$ cat src/rtl/lcm_pkg.sv
// Shared constants and FSM encoding for the LCM stage that follows the GCD stage.
package lcm_pkg;

  localparam int W = 16;
  localparam logic [4:0] ITER = 5'd16;
  localparam logic [4:0] HOLD = 5'd2;

  typedef enum logic [2:0] {
    IDLE     = 3'd0,
    WAIT_GCD = 3'd1,
    DIV      = 3'd2,
    MUL      = 3'd3,
    FINISH   = 3'd4
  } state_t;

endpackage

$ cat src/rtl/lcm_unit_div.sv
// 16-cycle restoring divider, MSB first. The dividend register doubles as the
// quotient register: each step shifts one dividend bit out and one quotient bit in.
module restoring_div16
  import lcm_pkg::*;
(
  input  logic         clk,
  input  logic         rst,
  input  logic         load,
  input  logic [W-1:0] dividend,
  input  logic [W-1:0] divisor,
  output logic [W-1:0] quotient,
  output logic         ready
);

  logic [W-1:0] rem;
  logic [W-1:0] dvd;
  logic [W-1:0] dsr;
  logic [4:0]   cnt;
  logic [W:0]   trial;
  logic         take;

  always_comb begin
    trial = {rem, dvd[W-1]};
    take  = (trial >= {1'b0, dsr});
  end

  // quotient and ready describe the step in flight, so the final quotient is
  // usable at the very edge that completes the last iteration.
  assign quotient = {dvd[W-2:0], take};
  assign ready    = (cnt == 5'd1);

  always_ff @(posedge clk) begin
    if (rst) begin
      rem <= '0;
      dvd <= '0;
      dsr <= '0;
      cnt <= '0;
    end else if (load) begin
      rem <= '0;
      dvd <= dividend;
      dsr <= divisor;
      cnt <= ITER;
    end else if (cnt != 5'd0) begin
      // when take is set, trial - dsr < 2^W, so the low-W subtraction is exact
      rem <= trial[W-1:0] - (take ? dsr : {W{1'b0}});
      dvd <= quotient;
      cnt <= cnt - 5'd1;
    end
  end

endmodule

$ cat src/rtl/lcm_unit.sv
// LCM stage: captures the operands at start, waits for the GCD result, then
// computes (a / gcd) * b with a divider followed by an inline shift-add multiplier.
module lcm_unit
  import lcm_pkg::*;
(
  input  logic           clk,
  input  logic           rst,
  input  logic           start,
  input  logic [W-1:0]   a,
  input  logic [W-1:0]   b,
  input  logic           gcd_done,
  input  logic [W-1:0]   gcd,
  output logic           busy,
  output logic           done,
  output logic [2*W-1:0] lcm
);

  state_t         state, next_state;
  logic [4:0]     cnt;
  logic [W-1:0]   a_reg, b_reg;
  logic [2*W-1:0] mcand;
  logic [W-1:0]   mplier;
  logic [2*W-1:0] product;
  logic           zero_op;
  logic           div_load;
  logic           div_ready;
  logic [W-1:0]   quotient;

  restoring_div16 u_div (
    .clk      (clk),
    .rst      (rst),
    .load     (div_load),
    .dividend (a_reg),
    .divisor  (gcd),
    .quotient (quotient),
    .ready    (div_ready)
  );

  always_comb begin
    next_state = state;
    div_load   = 1'b0;
    zero_op    = (a_reg == '0) || (b_reg == '0) || (gcd == '0);
    case (state)
      IDLE:     if (start) next_state = WAIT_GCD;
      WAIT_GCD: if (gcd_done) begin
                  if (zero_op) begin
                    next_state = FINISH;
                  end else begin
                    next_state = DIV;
                    div_load   = 1'b1;
                  end
                end
      DIV:      if (div_ready) next_state = MUL;
      MUL:      if (cnt == ITER - 5'd1) next_state = FINISH;
      FINISH:   if (cnt == HOLD - 5'd1) next_state = IDLE;
      default:  next_state = IDLE;
    endcase
  end

  // cnt restarts on every state change and paces the MUL and FINISH states
  always_ff @(posedge clk) begin
    if (rst) begin
      state <= IDLE;
      cnt   <= '0;
    end else begin
      state <= next_state;
      if (state != next_state)
        cnt <= '0;
      else if (state == MUL || state == FINISH)
        cnt <= cnt + 5'd1;
    end
  end

  always_ff @(posedge clk) begin
    if (rst) begin
      a_reg   <= '0;
      b_reg   <= '0;
      mcand   <= '0;
      mplier  <= '0;
      product <= '0;
    end else begin
      case (state)
        IDLE:     if (start) begin
                    a_reg <= a;
                    b_reg <= b;
                  end
        WAIT_GCD: if (gcd_done) product <= '0;
        DIV:      if (div_ready) begin
                    mcand   <= {{W{1'b0}}, b_reg};
                    mplier  <= quotient;
                    product <= '0;
                  end
        MUL:      begin
                    if (mplier[0]) product <= product + mcand;
                    mcand  <= mcand << 1;
                    mplier <= mplier >> 1;
                  end
        default:  ;
      endcase
    end
  end

  assign busy = (state != IDLE);
  assign done = (state == FINISH);
  assign lcm  = done ? product : '0;

endmodule

$ cat config.mk
export PLATFORM = sky130hd
export DESIGN_NAME = lcm_unit
export DESIGN_NICKNAME = d
export VERILOG_FILES = /design/src/rtl/lcm_pkg.sv /design/src/rtl/lcm_unit_div.sv /design/src/rtl/lcm_unit.sv
export SDC_FILE = /design/constraint.sdc
export NUM_CORES = 1
export LEC_CHECK = 0
export CAP_MARGIN = 20
export CORE_ASPECT_RATIO = 0.6
export CORE_MARGIN = 5
export CORE_UTILIZATION = 60
export CTS_BUF_LIST = sky130_fd_sc_hd__clkbuf_16
export DETAILED_ROUTE_END_ITERATION = 16
export PLACE_DENSITY = 0.83
export SETUP_SLACK_MARGIN = 0.02
export SYNTH_ARGS = -nofsm -noshare
export SYNTH_HDL_FRONTEND = slang
export SYNTH_HIERARCHICAL = 1
export SYNTH_SLANG_ARGS = --single-unit
$ cat constraint.sdc
create_clock -name clk -period 9.2 [get_ports clk]
set_input_delay 2.76 -clock clk [delete_from_list [all_inputs] [get_ports clk]]
set_output_delay 2.76 -clock clk [all_outputs]
set_load 0.005 [all_outputs]
## Word level (Yosys, flattened, before mapping)

Index checks and enable logic that the tools add are counted.

- Output and inout bits: 34
- Register bits after elaboration: 173
- Word-level logic and storage cells: 69
- Input port bits: 52

- Muxes and demuxes: 24
- $add $sub $neg: 4
- Order comparisons: 1
- Reductions and logical operators: 17
- Equal/unequal tests: 11

Operators by type and width:

| kind | count |
|---|---|
| $mux 32 | 5 |
| $pmux 32 s3 | 1 |
| $mux 16 | 4 |
| $pmux 32 s2 | 1 |
| $logic_not 16->1 | 3 |
| $add 32x32->32 | 1 |
| $pmux 16 s2 | 1 |
| $mux 3 | 6 |
| $ge 17x16->1 | 1 |
| $sub 16x16->16 | 1 |
| $pmux 3 s5 | 1 |
| $eq 5x1->1 const B | 2 |
| $mux 5 | 2 |
| $eq 3x2->1 const B | 2 |
| $ne 2x2->1 const B | 3 |
| $reduce_bool 3->1 | 2 |
| $add 5x1->5 const B | 1 |
| $eq 5x4->1 const B | 1 |
| $reduce_bool 5->1 | 1 |
| $sub 5x1->5 const B | 1 |
| $reduce_and 2->1 | 2 |
| $reduce_and 4->1 | 1 |
| $reduce_bool 2->1 | 2 |
| $reduce_or 2->1 | 2 |
| other kinds (6) | 10 |

## Logic depth before layout (Yosys ltp)

Gate-level depths: netlist of run 1.

- Depth after elaboration: 8
- Gate-level depth with buffers: 17
- Mapped depth without buffers: 17

## Modules after synthesis

The synthesis of run 1 kept the hierarchy.

Modules (own cells, without submodules):

| module | seq. area each (um^2) | cells each | area an instance (um^2) | times used |
|---|---|---|---|---|
| lcm_unit | 2402.3 | 776 | 6447.4 | 1 |
| restoring_div16 | 1061.0 | 440 | 3397.0 | 1 |

## Worst setup path before layout of run 1

OpenSTA, ideal clock, no wires.

- Kind: input -> register
- Start point: in gcd[0]
- End point: reg u_div.dsr[10]
- Path slack: 4.883 ns
- Buffers on the path: 2
- Arrival time: 4.189 ns
- Cell stages on the path: 8
- Data required time: 9.072 ns
- Cell sequence: nor4_1 nand4_1 nand3_1 nor3_1 clkbuf_1 buf_2 mux2i_1 nor2_1

- Longest elaborated chain between the ends: 5

Ends and longest elaborated chain:

| item | line | text |
|---|---|---|
| from (decl) | lcm_unit.sv:12 | `input logic [W-1:0] gcd,` |
| $logic_not 16->1 | lcm_unit.sv:42 | `zero_op = (a_reg == '0) \|\| (b_reg == '0) \|\| (gcd == '0);` |
| $logic_or 1x1->1 | lcm_unit.sv:42 |  |
| $mux 1 | lcm_unit.sv:46 | `if (zero_op) begin` |
| $mux 1 | lcm_unit.sv:45 | `WAIT_GCD: if (gcd_done) begin` |
| $mux 1 | lcm_unit.sv:43 | `case (state)` |
| net div_load | lcm_unit.sv:25 | `logic div_load;` |
| to (signal assigned) | lcm_unit_div.sv:41 | `dsr <= divisor;` |
| to (decl) | lcm_unit_div.sv:17 | `logic [W-1:0] dsr;` |

The timed path passes the listed nets, and every way through them passes these cells.
A chain may end at the register's enable or synchronous reset.

## Worst setup path in the final report of run 1

- Start point: reg state[2]
- End point: out lcm[1]

- Longest elaborated chain between the ends: 2

Ends and longest elaborated chain:

| item | line | text |
|---|---|---|
| from (decl) | lcm_unit.sv:18 | `state_t state, next_state;` |
| from (signal assigned) | lcm_unit.sv:66 | `state <= next_state;` |
| $eq 3x3->1 | lcm_unit.sv:104 | `assign done = (state == FINISH);` |
| $mux 32 | lcm_unit.sv:105 | `assign lcm = done ? product : '0;` |
| to (decl) | lcm_unit.sv:15 | `output logic [2*W-1:0] lcm` |

No other way between the ends.

==> summary.txt, run 1 <==
STA
  • Hold Vio Cnt, Final: 0
  • Fmax achieved: 200 MHz
  • Setup violators final: 0
  • Setup TNS: 0 ps
  • Slew @ Worst Pin: 993 ps
  • Minimum clock period: 5010 ps
  • Setup Skew: 14.1 ps
  • Slew Viols, Final: 0
  • Relative slew margins: 33.3%
  • RSZ-0062 raised after global routing: no
  • Final period util: 54.5%

Power and ir drop
  • Power share of the combinational group: 35.4%
  • Sequential power share: 35.3%
  • Leakage: 4.31 nW
  • Power Density: 222 nW/um^2
  • Clk pwr share: 29.4%
  • Switching Power: 0.000938 W
  • Max VDD drop: 154 uV
  • Sw Share: 37.3%
  • Int Pwr: 0.00158 W

Clock network
  • Number of H-tree levels: 4
  • Clock Latency Late Sink: 430 ps
  • Clk slew on worst S/H paths: 80 ps
  • CTS Buffer Depth: 2
  • Post-CTS setup buffer count: 0
  • Clock tree root buffer cell: clkbuf_16
  • Num CTS Buffers: 17
  • CTS Hold Bufs: 0
  • Sink Count: 173
  • CTS tree: done
  • Post-CTS sizing: 0

Finish
  • Final Instance Count excl. Fillers: 1472
  • Largest registers: mcand (32), product (32)
  • # diodes: 0
  • Fin nets: 1373
  • P&R area growth vs syn: 15.0%
  • Fraction of layout cells with a size suffix above 1: 5.54%
  • Filler cells: 1274

Critical path
  • Crit path max-delay cell type: dfxtp_1
  • Crit Path Class: reg -> out
  • Req. time, crit path: 6440 ps
  • Worst path max stage delay: 560 ps
  • Buf/Inv on CP: 2
  • Worst path arrival time: 2250 ps
  • Crit path cell chain: nor3b_2, buf_4, and2_1, clkdlybuf4s50_1
  • Crit Path Max Fanout: 34
  • CP Launch Type: register
  • Crit-path leading delay family: buffers and inverters
  • Setup crit end kind: output pin

Yosys
  • Most common library cells after synthesis: 173 x dfxtp_1, 164 x nand2_1, 140 x nor2_1, 119 x a21oi_1, 69 x ha_1
  • Netlist cell types: 70
  • Synthesized area per cell: 8.10 um^2
  • Number of enable flip-flop cells after synthesis: 0
  • Synthesized instance count: 1216
  • Yosys reg bits: 173
  • Syn_nets: 1339
  • Register area share after synthesis: 35.2%
  • Synthesized cell area: 9840 um^2
  • Share of the synthesized area in the top cell type: 35.2%
  • Yosys warnings: 6
  • Yosys top cell by area: dfxtp_1
  • Top-count cell post-synth: dfxtp_1
  • Synth area leaders: dfxtp_1 35%, ha_1 8.8%, nand2_1 6.3%, a21oi_1 6.0%, nor2_1 5.3%
  • Asr flop ratio synth: 0%
  • Primary FF master, synth: dfxtp_1

Placed design
  • GPL Wtd Cong: 0.910
  • Dpl cells: 1436
  • Hpwl dp: 17700 um
  • I/O Buffers: 85

Global routing
  • Vias in the first global route: 8154
  • Largest net degree at the start of global routing: 115
  • First-pass GRT wire length: 41400 um
  • Total congestion overflow: 0
  • GRT Total Usage: 26.3%
  • Initial antenna violation count: 0

Die
  • Core ar.: 16200 um^2
  • Die Height: 109 um
  • Cell Rows: 36
  • Top-Level Pins: 86
  • Starting density of the core: 60.9%
  • Die Area: 19200 um^2
  • Chip width: 175 um

Min path
  • Hold Crit Class: reg -> reg

Drt
  • Routed wire per std cell: 17.0 um
  • Final wirelength: 25000 um
  • Remaining DRCs: 0
  • Routed Antenna Nets: 0
  • Via count: 8869
  • Initial DRC count: 913
  • DRT Pass-1 Iters: 7
  • Via-per-instance ratio: 6.03

Outcome
  • Status: finished, final reports clean

Job
  • Max Cap Violations: 0
-- cells by family (layout without fill, tap and decap cells) --
| family | after synthesis | in the layout | synth area share, % |
|---|---|---|---|
| DFF | 173 | 173 | 35.2 |
| and+or+nand+nor | 446 | 446 | 20.7 |
| xor gates and xnor gates | 43 | 43 | 3.83 |
| muxes | 50 | 50 | 5.10 |
| AOI/OAI and AO/OA | 309 | 309 | 20.6 |
| adders and majority gates | 71 | 71 | 9.18 |
| buffers and inverters | 124 | 171 | 5.43 |
-- cells in the final DEF, fill, tap and decap left out, drive strengths merged, types with 5 or more instances in the layout --
| master | netlist | layout |
|---|---|---|
| mux2i | 49 | 49 |
| a31oi | 8 | 8 |
| nor4 | 14 | 14 |
| buf | 30 | 13 |
| ha | 69 | 69 |
| nand2b | 10 | 10 |
| nor2b | 8 | 8 |
| xnor2 | 25 | 25 |
| or3 | 5 | 5 |
| nand4 | 12 | 12 |
| inv | 42 | 51 |
| nor2 | 140 | 140 |
| o21ai | 48 | 48 |
| and2 | 38 | 38 |
| a21o | 9 | 9 |
| o211ai | 7 | 7 |
| a21oi | 121 | 121 |
| nand3 | 16 | 16 |
| nor3 | 16 | 16 |
| clkbuf | 52 | 17 |
| a22oi | 31 | 31 |
| clkdlybuf4s50 | 0 | 84 |
| dfxtp | 173 | 173 |
| xor2 | 18 | 18 |
| a211oi | 40 | 40 |
| nand2 | 164 | 164 |
| nor4b | 5 | 5 |
| o21a | 13 | 13 |
-- per-stage QoR --
| step | util [%] | hold WS, ps | worst slack, ps | instance area [um^2] | total power [W] |
|---|---|---|---|---|---|
| 2_1_floorplan | - | 438 | 4880 | 9840 | 0.00156 |
| 3_3_place_gp | 65.9 | 450 | 3980 | 10700 | 0.00171 |
| 3_5_place_dp | 65.9 | 462 | 3930 | 10700 | 0.00175 |
| 4_1_cts | 69.6 | 472 | 4180 | 11300 | 0.00249 |
| 5_1_grt | 70.0 | 497 | 4040 | 11300 | 0.00266 |
| 6_report | 70.0 | 472 | 4190 | 11300 | 0.00252 |
-- power groups by stage --
stage / Combinational [W] / Sequential (W) / Clock, W
after floorplan: 0.000680 / 0.000877 / 0
after global placement: 0.000815 / 0.000899 / 0
after detailed placement: 0.000850 / 0.000901 / 0
after CTS: 0.000858 / 0.000885 / 0.000744
after global routing: 0.000986 / 0.000896 / 0.000780
final: 0.000890 / 0.000888 / 0.000739
-- worst paths after layout --
check	slack (ps)	start	cells past startpoint	end
max	4190	state[2]$_SDFF_PP0_	4	lcm[1]
min	470	product[23]$_SDFFE_PP0P_	2	product[23]$_SDFFE_PP0P_
max reg2reg	4460	u_div/dsr[11]$_SDFFE_PP0P_	16	u_div/rem[13]$_SDFFE_PP0P_
min reg2reg	470	product[23]$_SDFFE_PP0P_	2	product[23]$_SDFFE_PP0P_
-- layer usage --
layer,part of all wire (%),GRT usage (%),vias to the layer above
met4,1.2,5.99,0
met5,0,0,-
met2,42,39.2,316
met1,50,39.7,4182
met3,6.8,4.37,32
li1,-,-,4339
-- final cells by class --
type                       instances  area [um^2]  share of cell area (%)
inverter                          42          158                    1.39
clock buffer                      17          425                    3.76
clock inverter                    15          174                    1.54
sequential                       173         3460                    30.6
tap                              209          262                    2.31
multi-input combinational        919         5870                    51.8
timing repair buffer              97          970                    8.57
-- worst register-to-register path, delay by kind of cell (launching register included) --
kind            cells  cell delay [ps]
compound gates      6             1960
xor+xnor            1              220
fa+ha+maj           2              610
buf+inv             1               70
flops               1              400
simple gates        6             1350
No activity file was read; power rests on OpenSTA's default activity.
==> inputs of run 2 (changes only) <==
Settings changed: CORE_UTILIZATION 60 to 59, PLACE_DENSITY 0.83 to 0.82.
Clock period 9.2 ns to 5.1 ns, I/O delays scaled along.
==> summary.txt, run 2 (synthesis results as in run 1) <==
Die
  • Die Height: 110 um (+0.76%)
  • Cell Rows: 36 (unchanged)
  • Starting density of the core: 60.4% (-0.50 points)
  • Die Area: 19500 um^2 (+1.6%)
  • Top-Level Pins: 86 (unchanged)
  • Chip width: 177 um (+0.80%)
  • Core ar.: 16300 um^2 (+0.84%)

STA
  • Slew @ Worst Pin: 783 ps (-210 ps)
  • Slew Viols, Final: 0 (unchanged)
  • Relative slew margins: 47.8% (+14 points)
  • Minimum clock period: 4280 ps
  • Fmax achieved: 233 MHz
  • Hold Vio Cnt, Final: 0 (unchanged)
  • Final period util: 84.0%
  • Setup violators final: 0 (unchanged)
  • Setup Skew: 18.4 ps (+4.35 ps)
  • Setup TNS: 0 ps (unchanged)
  • RSZ-0062 raised after global routing: no

Finish
  • Fraction of layout cells with a size suffix above 1: 5.77% (+0.22 points)
  • P&R area growth vs syn: 15.0% (unchanged)
  • Final Cell Area: 11300 um^2 (unchanged)
  • Most frequent cells in the layout: 173 x dfxtp_1, 163 x nand2_1, 139 x nor2_1
  • # diodes: 0 (unchanged)
  • Most common cell after layout, fill and taps aside: dfxtp_1
  • Fin nets: 1376 (+0.22%)
  • Core Util, Final: 69.4% (-0.58 points)
  • Largest registers: mcand (32), product (32)

Min path
  • Hold path depth: 2 (unchanged)
  • Hold path startpoint: product[25]$_SDFFE_PP0P_
  • Hold Path Sink: product[25]$_SDFFE_PP0P_
  • Hold Crit Class: reg -> reg

Global routing
  • Largest net degree at the start of global routing: 74 (-36%)
  • Vias in the first global route: 8209 (+0.67%)
  • Initial antenna violation count: 1 (+1)
  • GRT Total Usage: 25.7% (-0.55 points)
  • Total congestion overflow: 0 (unchanged)
  • First-pass GRT wire length: 41200 um (-0.63%)

Critical path
  • Crit path cell chain: inv_1, ha_1, nand2b_1, a211oi_1, nor3_2, nor3_1, o21ai_2, and2_1, ha_1, fa_1, nor2b_1, o21ai_1, a21boi_1, o31ai_1, o21ai_1, mux2i_1, o311ai_1
  • Buf/Inv on CP: 1 (-1)
  • Crit-path leading delay family: compound AO/OA/AOI/OAI gates
  • Worst path max stage delay: 590 ps (+30 ps)
  • CP Launch Type: register
  • Worst path arrival time: 4570 ps (+2320 ps)
  • R2R Path Start: u_div/dvd[15]$_SDFFE_PP0P_
  • Register-to-register setup slack: 820 ps (-3640 ps)
  • Crit path max-delay cell type: a211oi_1
  • R2R depth: 17 (+1)
  • Crit Path Class: reg -> reg
  • Reg2reg end: u_div/rem[14]$_SDFFE_PP0P_
  • Crit Path Max Fanout: 12 (-65%)
  • Setup crit end kind: register
  • Req. time, crit path: 5380 ps (-1060 ps)

Drt
  • Routed wire per std cell: 16.5 um (-3.0%)
  • Remaining DRCs: 0 (unchanged)
  • Via count: 8770 (-1.1%)
  • Via-per-instance ratio: 5.87 (-2.6%)
  • Initial DRC count: 792 (-13%)
  • Final wirelength: 24600 um (-1.5%)
  • DRT Pass-1 Iters: 7 (unchanged)
  • Routed Antenna Nets: 0 (unchanged)

Clock network
  • Clock tree root buffer cell: clkbuf_16
  • Sink Count: 173 (unchanged)
  • Post-CTS sizing: 0 (unchanged)
  • Num CTS Buffers: 17 (unchanged)
  • Clock Latency Late Sink: 430 ps (about the same)
  • Post-CTS setup buffer count: 0 (unchanged)
  • CTS Hold Bufs: 0 (unchanged)
  • Number of H-tree levels: 4 (unchanged)
  • CTS Buffer Depth: 2 (unchanged)
  • Clk slew on worst S/H paths: 80 ps (about the same)
  • CTS tree: done

Placed design
  • Area after DPL: 10700 um^2 (+0.65%)
  • I/O Buffers: 85 (unchanged)
  • Hpwl dp: 17500 um (-1.1%)
  • GPL Wtd Cong: 0.930 (+2.2%)

Job
  • Max Cap Violations: 0 (unchanged)

Power and ir drop
  • Power share of the combinational group: 35.3% (about the same)
  • Design Power: 0.00446 W (+77%)
  • Switching Power: 0.00167 W (+78%)
  • Leakage: 4.31 nW (about the same)
  • Max VDD drop: 286 uV (+85%)
  • Int Pwr: 0.00280 W (+77%)
  • Sequential power share: 35.8% (+0.5 points)
  • Sw Share: 37.3% (+0.075 points)
  • Power Density: 394 nW/um^2 (+77%)
  • Clk pwr share: 28.9% (-0.5 points)

Outcome
  • Status: finished, final reports clean
## run 2: cell types whose count changed in the layout (fill, tap and decap cells not counted), moves of 2 or more
cell | previous run | this run
clkinv_4 | 1 | 3
buf_4 | 10 | 16
inv_8 | 3 | 1
clkinv_8 | 0 | 2
inv_6 | 6 | 4
## run 2: per-layer routing
layer | GRT usage [%] | up-vias | wire length [um]
li1 | - | 4331 | -
met2 | 37.5 | 296 | 10200
met3 | 5.11 | 30 | 1860
met4 | 6.35 | 2 | 289
met5 | 0 | - | 13
met1 | 39.0 | 4111 | 12300
## run 2: tightest hold or removal path, cell delays in order, from the launching register on
cell     delay, ps
dfxtp_1        330
nand2_1         50
o21ai_1         50
## run 2: cell type report
| cell class | instances | area (um^2) |
|---|---|---|
| multi-input cells | 919 | 5870 |
| well taps | 228 | 285 |
| clock buffers | 17 | 425 |
| fillers | 1370 | 4990 |
| inverters | 42 | 158 |
| repair buffers | 100 | 961 |
| clock inverters | 15 | 159 |
| flip-flops and latches | 173 | 3460 |
## run 2: power groups by stage
stage / logic, W / registers (W) / clock network [W]
finish: 0.00158 / 0.00160 / 0.00129
global route: 0.00175 / 0.00161 / 0.00137
CTS: 0.00155 / 0.00160 / 0.00131
detailed placement: 0.00154 / 0.00162 / 0
global placement: 0.00150 / 0.00162 / 0
floorplan: 0.00123 / 0.00158 / 0
## run 2: stage by stage
| stage | setup slack [ps] | cells | hold WS (ps) |
|---|---|---|---|
| 5_1_grt | 505 | 1494 | 485 |
| 3_3_place_gp | 1000 | 1461 | 458 |
| 2_1_floorplan | 1450 | 1216 | 438 |
| 6_report | 816 | 1494 | 468 |
| 4_1_cts | 882 | 1493 | 470 |
| 3_5_place_dp | 892 | 1461 | 459 |
## run 2: worst max-delay path by stage
stage                               start                          to  slack [ps]  depth (start not counted)
3_5_place_dp                      gcd[13]  u_div/rem[14]$_SDFFE_PP0P_         890                         10
2_1_floorplan  u_div/dsr[10]$_SDFFE_PP0P_  u_div/rem[13]$_SDFFE_PP0P_        1450                         17
6_report       u_div/dvd[15]$_SDFFE_PP0P_  u_div/rem[14]$_SDFFE_PP0P_         820                         17
5_1_grt        u_div/dsr[10]$_SDFFE_PP0P_  u_div/rem[13]$_SDFFE_PP0P_         510                         16
4_1_cts        u_div/dsr[11]$_SDFFE_PP0P_  u_div/rem[13]$_SDFFE_PP0P_         880                         16
3_3_place_gp                      gcd[13]  u_div/rem[14]$_SDFFE_PP0P_        1000                         10
